$ cat src/rtl/multicycle_control_fsm.sv
// Multicycle RV32I main controller: FETCH/DECODE/EXEC/MEM/WB sequencer with illegal-opcode and memory-timeout traps.
// Latency: strobes are combinational from registered state; BEQ 3, R/OP-IMM/SW 4, LW 5 cycles minimum.
// Backpressure: FETCH and MEM hold on mem_ready=0; MEM_WAIT_MAX consecutive stalls trap to TRAP.
//
// Ports:
//   clk, rst                 rising-edge clock, asynchronous active-high reset
//   opcode                   IR[6:0], sampled only in DECODE
//   mem_ready, zero          memory completion handshake, ALU zero flag (BEQ)
//   pc_write .. reg_write    datapath strobes and mux selects
//   illegal_op, mem_timeout  sticky trap flags, cleared only by reset
//   state_dbg                current state encoding
module multicycle_control_fsm #(
    parameter int OPCODE_W     = 7,
    parameter int ALU_OP_W     = 2,
    parameter int MEM_WAIT_MAX = 15,
    parameter int HAS_ITYPE    = 1
) (
    input  logic                clk,
    input  logic                rst,
    input  logic [OPCODE_W-1:0] opcode,
    input  logic                mem_ready,
    input  logic                zero,
    output logic                pc_write,
    output logic                pc_src,
    output logic                ir_write,
    output logic                i_or_d,
    output logic                mem_read,
    output logic                mem_write,
    output logic                alu_src_a,
    output logic [1:0]          alu_src_b,
    output logic [ALU_OP_W-1:0] alu_op,
    output logic                mem_to_reg,
    output logic                reg_write,
    output logic                illegal_op,
    output logic                mem_timeout,
    output logic [2:0]          state_dbg
);

    localparam logic [2:0] S_FETCH  = 3'd0;
    localparam logic [2:0] S_DECODE = 3'd1;
    localparam logic [2:0] S_EXEC   = 3'd2;
    localparam logic [2:0] S_MEM    = 3'd3;
    localparam logic [2:0] S_WB     = 3'd4;
    localparam logic [2:0] S_TRAP   = 3'd5;

    localparam logic [OPCODE_W-1:0] OP_LW  = OPCODE_W'(7'b0000011);
    localparam logic [OPCODE_W-1:0] OP_SW  = OPCODE_W'(7'b0100011);
    localparam logic [OPCODE_W-1:0] OP_BEQ = OPCODE_W'(7'b1100011);
    localparam logic [OPCODE_W-1:0] OP_R   = OPCODE_W'(7'b0110011);
    localparam logic [OPCODE_W-1:0] OP_IMM = OPCODE_W'(7'b0010011);

    localparam logic [7:0] WAIT_MAX = 8'(MEM_WAIT_MAX);

    logic [2:0]          state_q, state_d;
    logic [OPCODE_W-1:0] op_q, op_d;
    logic [7:0]          wait_q, wait_d;
    logic                illegal_q, illegal_d;
    logic                timeout_q, timeout_d;

    logic                dec_legal;
    logic [7:0]          wait_inc;

    assign dec_legal = (opcode == OP_LW) || (opcode == OP_SW) || (opcode == OP_BEQ) ||
                       (opcode == OP_R)  || ((HAS_ITYPE != 0) && (opcode == OP_IMM));
    assign wait_inc  = wait_q + 8'd1;

    // Next-state logic. The wait counter is zero outside FETCH/MEM, so it is
    // already clear whenever one of those states is entered.
    always_comb begin
        state_d   = state_q;
        op_d      = op_q;
        wait_d    = '0;
        illegal_d = illegal_q;
        timeout_d = timeout_q;
        case (state_q)
            S_FETCH, S_MEM: begin
                if (mem_ready) begin
                    if (state_q == S_FETCH)   state_d = S_DECODE;
                    else if (op_q == OP_LW)   state_d = S_WB;
                    else                      state_d = S_FETCH;
                end else if (wait_inc >= WAIT_MAX) begin
                    timeout_d = 1'b1;
                    state_d   = S_TRAP;
                end else begin
                    wait_d = wait_inc;
                end
            end
            S_DECODE: begin
                op_d = opcode;
                if (dec_legal) begin
                    state_d = S_EXEC;
                end else begin
                    illegal_d = 1'b1;
                    state_d   = S_TRAP;
                end
            end
            S_EXEC: begin
                if ((op_q == OP_LW) || (op_q == OP_SW)) state_d = S_MEM;
                else if (op_q == OP_BEQ)                state_d = S_FETCH;
                else                                    state_d = S_WB;
            end
            S_WB:    state_d = S_FETCH;
            S_TRAP:  state_d = S_TRAP;
            default: state_d = S_TRAP;   // unused codes 6/7
        endcase
    end

    always_ff @(posedge clk or posedge rst) begin
        if (rst) begin
            state_q   <= S_FETCH;
            op_q      <= '0;
            wait_q    <= '0;
            illegal_q <= 1'b0;
            timeout_q <= 1'b0;
        end else begin
            state_q   <= state_d;
            op_q      <= op_d;
            wait_q    <= wait_d;
            illegal_q <= illegal_d;
            timeout_q <= timeout_d;
        end
    end

    // Strobe decode. Gated by rst so FETCH's read request does not appear
    // while reset is held.
    always_comb begin
        pc_write   = 1'b0;
        pc_src     = 1'b0;
        ir_write   = 1'b0;
        i_or_d     = 1'b0;
        mem_read   = 1'b0;
        mem_write  = 1'b0;
        alu_src_a  = 1'b0;
        alu_src_b  = 2'b00;
        alu_op     = '0;
        mem_to_reg = 1'b0;
        reg_write  = 1'b0;
        if (!rst) begin
            case (state_q)
                S_FETCH: begin
                    mem_read  = 1'b1;
                    alu_src_b = 2'b01;
                    pc_write  = mem_ready;
                    ir_write  = mem_ready;
                end
                S_EXEC: begin
                    alu_src_a = 1'b1;
                    if ((op_q == OP_LW) || (op_q == OP_SW)) begin
                        alu_src_b = 2'b10;
                    end else if (op_q == OP_BEQ) begin
                        alu_op   = ALU_OP_W'(2'b01);
                        pc_src   = 1'b1;
                        pc_write = zero;
                    end else if (op_q == OP_IMM) begin
                        alu_src_b = 2'b10;
                        alu_op    = ALU_OP_W'(2'b11);
                    end else begin
                        alu_op = ALU_OP_W'(2'b10);
                    end
                end
                S_MEM: begin
                    i_or_d    = 1'b1;
                    mem_read  = (op_q == OP_LW);
                    mem_write = (op_q != OP_LW);
                end
                S_WB: begin
                    reg_write  = 1'b1;
                    mem_to_reg = (op_q == OP_LW);
                end
                default: ;
            endcase
        end
    end

    assign illegal_op  = illegal_q;
    assign mem_timeout = timeout_q;
    assign state_dbg   = state_q;

endmodule

$ cat config.mk
export PLATFORM = sky130hd
export DESIGN_NAME = multicycle_control_fsm
export DESIGN_NICKNAME = d
export VERILOG_FILES = /design/src/rtl/multicycle_control_fsm.sv
export SDC_FILE = /design/constraint.sdc
export NUM_CORES = 1
export LEC_CHECK = 0
export BUFFER_PORTS_ARGS = -buffer_cell sky130_fd_sc_hd__buf_2
export CORE_MARGIN = 2
export CORE_UTILIZATION = 50
export DETAILED_ROUTE_END_ITERATION = 6
export HOLD_SLACK_MARGIN = 0.12
export PLACE_DENSITY = 0.82
export RECOVER_POWER = 50
export SYNTH_ARGS = -nofsm -noshare
export SYNTH_HDL_FRONTEND = slang
export SYNTH_SLANG_ARGS = --single-unit
$ cat constraint.sdc
create_clock -name clk -period 4.3 [get_ports clk]
set_input_delay 1.075 -clock clk [delete_from_list [all_inputs] [get_ports clk]]
set_output_delay 1.075 -clock clk [all_outputs]
set_load 0.02 [all_outputs]
-- After elaboration in Yosys (flattened, before gate mapping)
Cells that the tools add are included.
- $add $sub $neg: 1
- $lt $le $gt $ge: 1
- equality and inequality tests: 15
- multiplexer cells: 43
- bitwise operators: 2
- reduce and logical (&&, ||, !) cells: 9
- operators with widths (operator ; number):
    $mux W8 ; 3
    $eq A7 B6 Y1 const B ; 3
    $mux W1 ; 21
    $mux W3 ; 7
    $mux W2 ; 8
    $eq A7 B2 Y1 const B ; 2
    $eq A7 B5 Y1 const B ; 2
    $eq A7 B7 Y1 const B ; 2
    $pmux W3 S4 ; 1
    $add A8 B1 Y8 const B ; 1
    $ge A8 B4 Y1 const B ; 1
    $ne A7 B2 Y1 const B ; 1
    $eq A3 B2 Y1 const B ; 2
    $logic_or A1 B1 Y1 ; 5
    $pmux W1 S2 ; 2
    $pmux W2 S2 ; 1
    $eq A3 B1 Y1 const B ; 1
    $eq A3 B3 Y1 const B ; 1
    $logic_not A3 Y1 ; 1
    $ne A3 B3 Y1 const B ; 1
    $reduce_and A3 Y1 ; 1
    $not A1 Y1 ; 2
    $reduce_and A2 Y1 ; 1
    $reduce_or A2 Y1 ; 1
- flip-flop bits (word level): 20
- input port bits: 11

-- Depth between registers and ports, before layout
- depth after elaboration: 7
- gate-level depth with buffers: 6

-- Worst setup path before layout
Ideal clock, no wire load.
- kind: in2out
- start: in rst
- end: out pc_write
- arrival: 2.348 ns
- setup slack: 0.877 ns
- stages on the path: 5
- buffers on the path: 0
- path through: nor2_1 nand2_1 nor2_1 nand2_1 o31ai_1
- word-level cells in the longest chain between the ends: 1
- ends and longest elaborated chain (element ; line ; RTL):
    start, declared ; 19 ; input logic rst,
    $mux W1 ; 138 ; if (!rst) begin
    end, declared ; 23 ; output logic pc_write,
No other way between the ends.

-- Worst setup path in the final report
- start: in rst
- end: out alu_src_b[1]
- word-level cells in the longest chain between the ends: 1
- ends and longest elaborated chain (element ; line ; RTL):
    $mux W2 ; 138 ;
    end, declared ; 30 ; output logic [1:0] alu_src_b,
No other way between the ends.

==> impl_metrics.prom <==
# TYPE chip_impl_metric gauge
chip_impl_info{name="outcome",value="completed"} 1
chip_impl_metric{name="numPlacedInstances",unit=""} 170
chip_impl_metric{name="clock.fmax",unit="MHz"} 316
chip_impl_info{name="hold_path.startpoint",value="mem_timeout"} 1
chip_impl_metric{name="reg2reg_setup_slack",unit="ns"} 2.19
chip_impl_metric{name="ant_nets",unit=""} 0
chip_impl_metric{name="syn-instance-count",unit=""} 114
chip_impl_info{name="timing.critical_path.from_type",value="primary input"} 1
chip_impl_metric{name="die_boundary_height",unit="microns"} 51.8
chip_impl_metric{name="detail_route.vias_per_cell",unit=""} 5.53
chip_impl_metric{name="finish.net_count",unit=""} 160
chip_impl_metric{name="wirelength",unit="mm"} 2.23
chip_impl_metric{name="period_needed",unit="ns"} 3.17
chip_impl_metric{name="grt_pass1_vias",unit=""} 805
chip_impl_metric{name="number_of_flops_mapped_to_enable_cells_by_yosys",unit=""} 0
chip_impl_metric{name="setup_violations",unit=""} 0
chip_impl_info{name="hold_class",value="flip-flop to flip-flop"} 1
chip_impl_metric{name="critPathBufInv",unit=""} 2
chip_impl_info{name="netlist_top_cells_area",value="dfrtp_1 (44%), mux2_2 (5.9%), xnor2_1 (3.8%), inv_1 (3.6%), nor2_1 (3.3%)"} 1
chip_impl_info{name="timing.critical_path.to_type",value="output port"} 1
chip_impl_metric{name="reg2reg_depth",unit=""} 3
chip_impl_metric{name="layout-area-overhead-vs-synth",unit="%"} 15.1
chip_impl_metric{name="grt_start_max_net_pins",unit=""} 21
chip_impl_metric{name="worst-slew-pin-transition",unit="ns"} 1.00
chip_impl_metric{name="max_cap_viol_count",unit=""} 0
chip_impl_info{name="regToRegStartpoint",value="state_dbg[0]"} 1
chip_impl_metric{name="numCtsBuffers",unit=""} 3
chip_impl_metric{name="antenna_found_initial",unit=""} 0
chip_impl_metric{name="detailed_place_hpwl",unit="mm"} 1.72
chip_impl_metric{name="period_share",unit="%"} 73.6
chip_impl_metric{name="power.density_cell_area",unit="nW/um^2"} 436
chip_impl_metric{name="cp.depth",unit=""} 7
chip_impl_metric{name="timing.critical_path.slowest_cell_delay",unit="ns"} 0.23
chip_impl_metric{name="worst-endpoint-required",unit="ns"} 3.22
chip_impl_info{name="cts_tree",value="yes"} 1
chip_impl_metric{name="power.leakage",unit="nW"} 0.631
chip_impl_metric{name="htree_levels",unit=""} 1
chip_impl_metric{name="yosysWarningCount",unit=""} 0
chip_impl_metric{name="global_route_wire_length_before_repair",unit="mm"} 3.59
chip_impl_metric{name="wl_per_cell",unit="microns"} 12.9
chip_impl_metric{name="worst-endpoint-arrival",unit="ns"} 2.09
chip_impl_metric{name="syn_area_per_cell",unit="sq um"} 10.0
chip_impl_metric{name="effective_utilization_at_floorplan",unit="%"} 52.2
chip_impl_metric{name="whs",unit="ns"} 0.471
chip_impl_metric{name="die-area",unit="sq um"} 2690
chip_impl_metric{name="ys_async_sr_fraction",unit="%"} 100
chip_impl_metric{name="coreArea",unit="sq um"} 2190
chip_impl_metric{name="insertedDiodeCount",unit=""} 0
chip_impl_metric{name="post_route_cells_drive_above_1_share",unit="%"} 27.6
chip_impl_metric{name="dr_total_vias",unit=""} 957
chip_impl_info{name="yosysTopAreaCell",value="dfrtp_1"} 1
chip_impl_metric{name="globalplace.congestion",unit=""} 0.735
chip_impl_metric{name="drc",unit=""} 0
chip_impl_info{name="timing.rr.end",value="op_q[1]"} 1
chip_impl_info{name="cell_with_the_largest_stage_delay_on_the_worst_path",value="a211oi_1"} 1
chip_impl_metric{name="portBuffers",unit=""} 28
chip_impl_metric{name="worstHoldPathCells",unit=""} 1
chip_impl_metric{name="syn_area",unit="sq um"} 1140
chip_impl_metric{name="maxSlewHeadroom",unit="%"} 32.7
chip_impl_metric{name="grt_usage",unit="%"} 18.3
chip_impl_metric{name="clockBufferDepth",unit=""} 2
chip_impl_metric{name="count_of_unique_library_cells_instantiated_by_yosys",unit=""} 42
chip_impl_metric{name="post_cts_resized",unit=""} 0
chip_impl_metric{name="cts.sink_count",unit=""} 20
chip_impl_metric{name="clkLatencyLatePin",unit="ns"} 0.29
chip_impl_metric{name="count_of_hold_fix_buffers_inserted_at_cts",unit=""} 0
chip_impl_metric{name="drt_iter0_markers",unit=""} 13
chip_impl_info{name="crit_path_cell_trace",value="clkbuf_1 > nor2_1 > nand2_1 > nor2_1 > nand2_1 > a211oi_1 > buf_2"} 1
chip_impl_metric{name="row_count",unit=""} 17
chip_impl_metric{name="cp_max_fo",unit=""} 4
chip_impl_metric{name="number_of_iterations_in_the_first_detailed_routing_pass",unit=""} 4
chip_impl_info{name="rsz_0062_raised_after_global_routing",value="false"} 1
chip_impl_metric{name="fin_setup_tns",unit="ns"} 0
chip_impl_info{name="cpLargestDelayFamily",value="simple AND/OR/NAND/NOR gates"} 1
chip_impl_metric{name="yosysTopAreaCellShare",unit="%"} 43.8
chip_impl_info{name="category_of_the_most_critical_setup_path",value="primary input to output port"} 1
chip_impl_metric{name="final-instance-count-excl-fill",unit=""} 173
chip_impl_metric{name="clk_transition_reported_paths",unit="ns"} 0.10
chip_impl_metric{name="boundaryPins",unit=""} 29
chip_impl_info{name="synth-main-ff-cell",value="dfrtp_1"} 1
chip_impl_metric{name="final-max-slew-violation-count",unit=""} 0
chip_impl_metric{name="ys_seq_elements",unit=""} 20
chip_impl_metric{name="floorplan.die.width",unit="microns"} 51.8
chip_impl_metric{name="postcts_setup_bufs",unit=""} 0
chip_impl_info{name="root_buffer",value="clkbuf_4"} 1
chip_impl_metric{name="overflow",unit=""} 0
chip_impl_metric{name="fin_worst_skew",unit="ns"} 0.00662
chip_impl_metric{name="ys_seq_area_share",unit="%"} 43.8
chip_impl_info{name="min_delay_worst_endpoint",value="mem_timeout"} 1
chip_impl_metric{name="power.ir.vdd_worst",unit="uV"} 212
chip_impl_metric{name="timing_hold_violations_final",unit=""} 0
-- cell usage in the layout, fill, tap and decap left out, types with 4 or more instances in the layout --
| cell | instances |
|---|---|
| buf_2 | 27 |
| dfrtp_1 | 20 |
| inv_1 | 11 |
| nor2_1 | 10 |
| nand2_1 | 9 |
| mux2_2 | 6 |
| xnor2_1 | 5 |
| nor3_1 | 5 |
| a21oi_1 | 4 |
| conb_1 | 4 |
-- worst max-delay path by stage --
stage | from | to | slack [ns]
global route | rst | alu_src_b[1] | 0.94
global placement | rst | pc_write | 1.19
detailed placement | rst | alu_src_b[1] | 1.13
finish | rst | alu_src_b[1] | 1.13
floorplan | rst | pc_write | 0.88
CTS | rst | alu_src_b[1] | 1.12
-- metrics by stage --
step	setup WS, ns	total power [mW]	instance area (sq um)	utilization, %
6_report	1.13	0.574	1320	60.1
5_1_grt	0.943	0.615	1320	60.1
4_1_cts	1.12	0.585	1340	61.1
3_5_place_dp	1.13	0.501	1320	60.0
3_3_place_gp	1.19	0.488	1320	60.0
2_1_floorplan	0.877	0.448	1150	-
-- routing by layer --
layer | share of wire (%) | up-vias | GRT usage, %
li1 | - | 473 | -
met1 | 45 | 443 | 23.9
met2 | 49 | 35 | 30.8
met3 | 5.2 | 6 | 3.45
met4 | 1.6 | 0 | 5.26
met5 | 0 | - | 0
-- report_power, final --
part           switching, mW  total, mW  internal, mW
registers             0.0626      0.299         0.236
logic                 0.0961      0.192        0.0960
clock network         0.0506     0.0831        0.0326
-- worst reg2reg max path: stages (launching register included) --
cell	delay, ns
dfrtp_1	0.62
inv_1	0.12
nor3_1	0.83
mux2_2	0.43
-- synthesized netlist by cell type (all sizes together) (2+ instances only) --
cell    count
a211oi      2
inv        11
dfrtp      20
xor2        2
mux2        6
nand2b      2
a21oi       4
nor4        2
ha          2
nor2       10
nand2       9
nand3       3
o21ai       3
buf         3
nor3        5
nand3b      2
a31oi       3
xnor2       5
a21o        2
-- final cells by class --
cell class,instances,area (sq um)
clock buffer,3,22.5
fill,186,875
inverter,11,41.3
multi-input combinational,83,578
sequential,20,500
tap,28,35.0
timing repair buffer,28,139
-- registers in the layout, indices dropped and copies added, names as in the netlist --
register,count
state_dbg,3
wait_q,8
op_q,7
illegal_op,1
mem_timeout,1
-- cell families after synthesis --
logic type      share of synthesized area [%]
flops                                    43.8
simple gates                             19.9
xor+xnor                                 5.36
buf+inv                                  4.92
compound gates                           17.6
mux                                      5.91
fa+ha+maj                                2.19
other cells                             0.328
(Power assumes the default switching activity.)
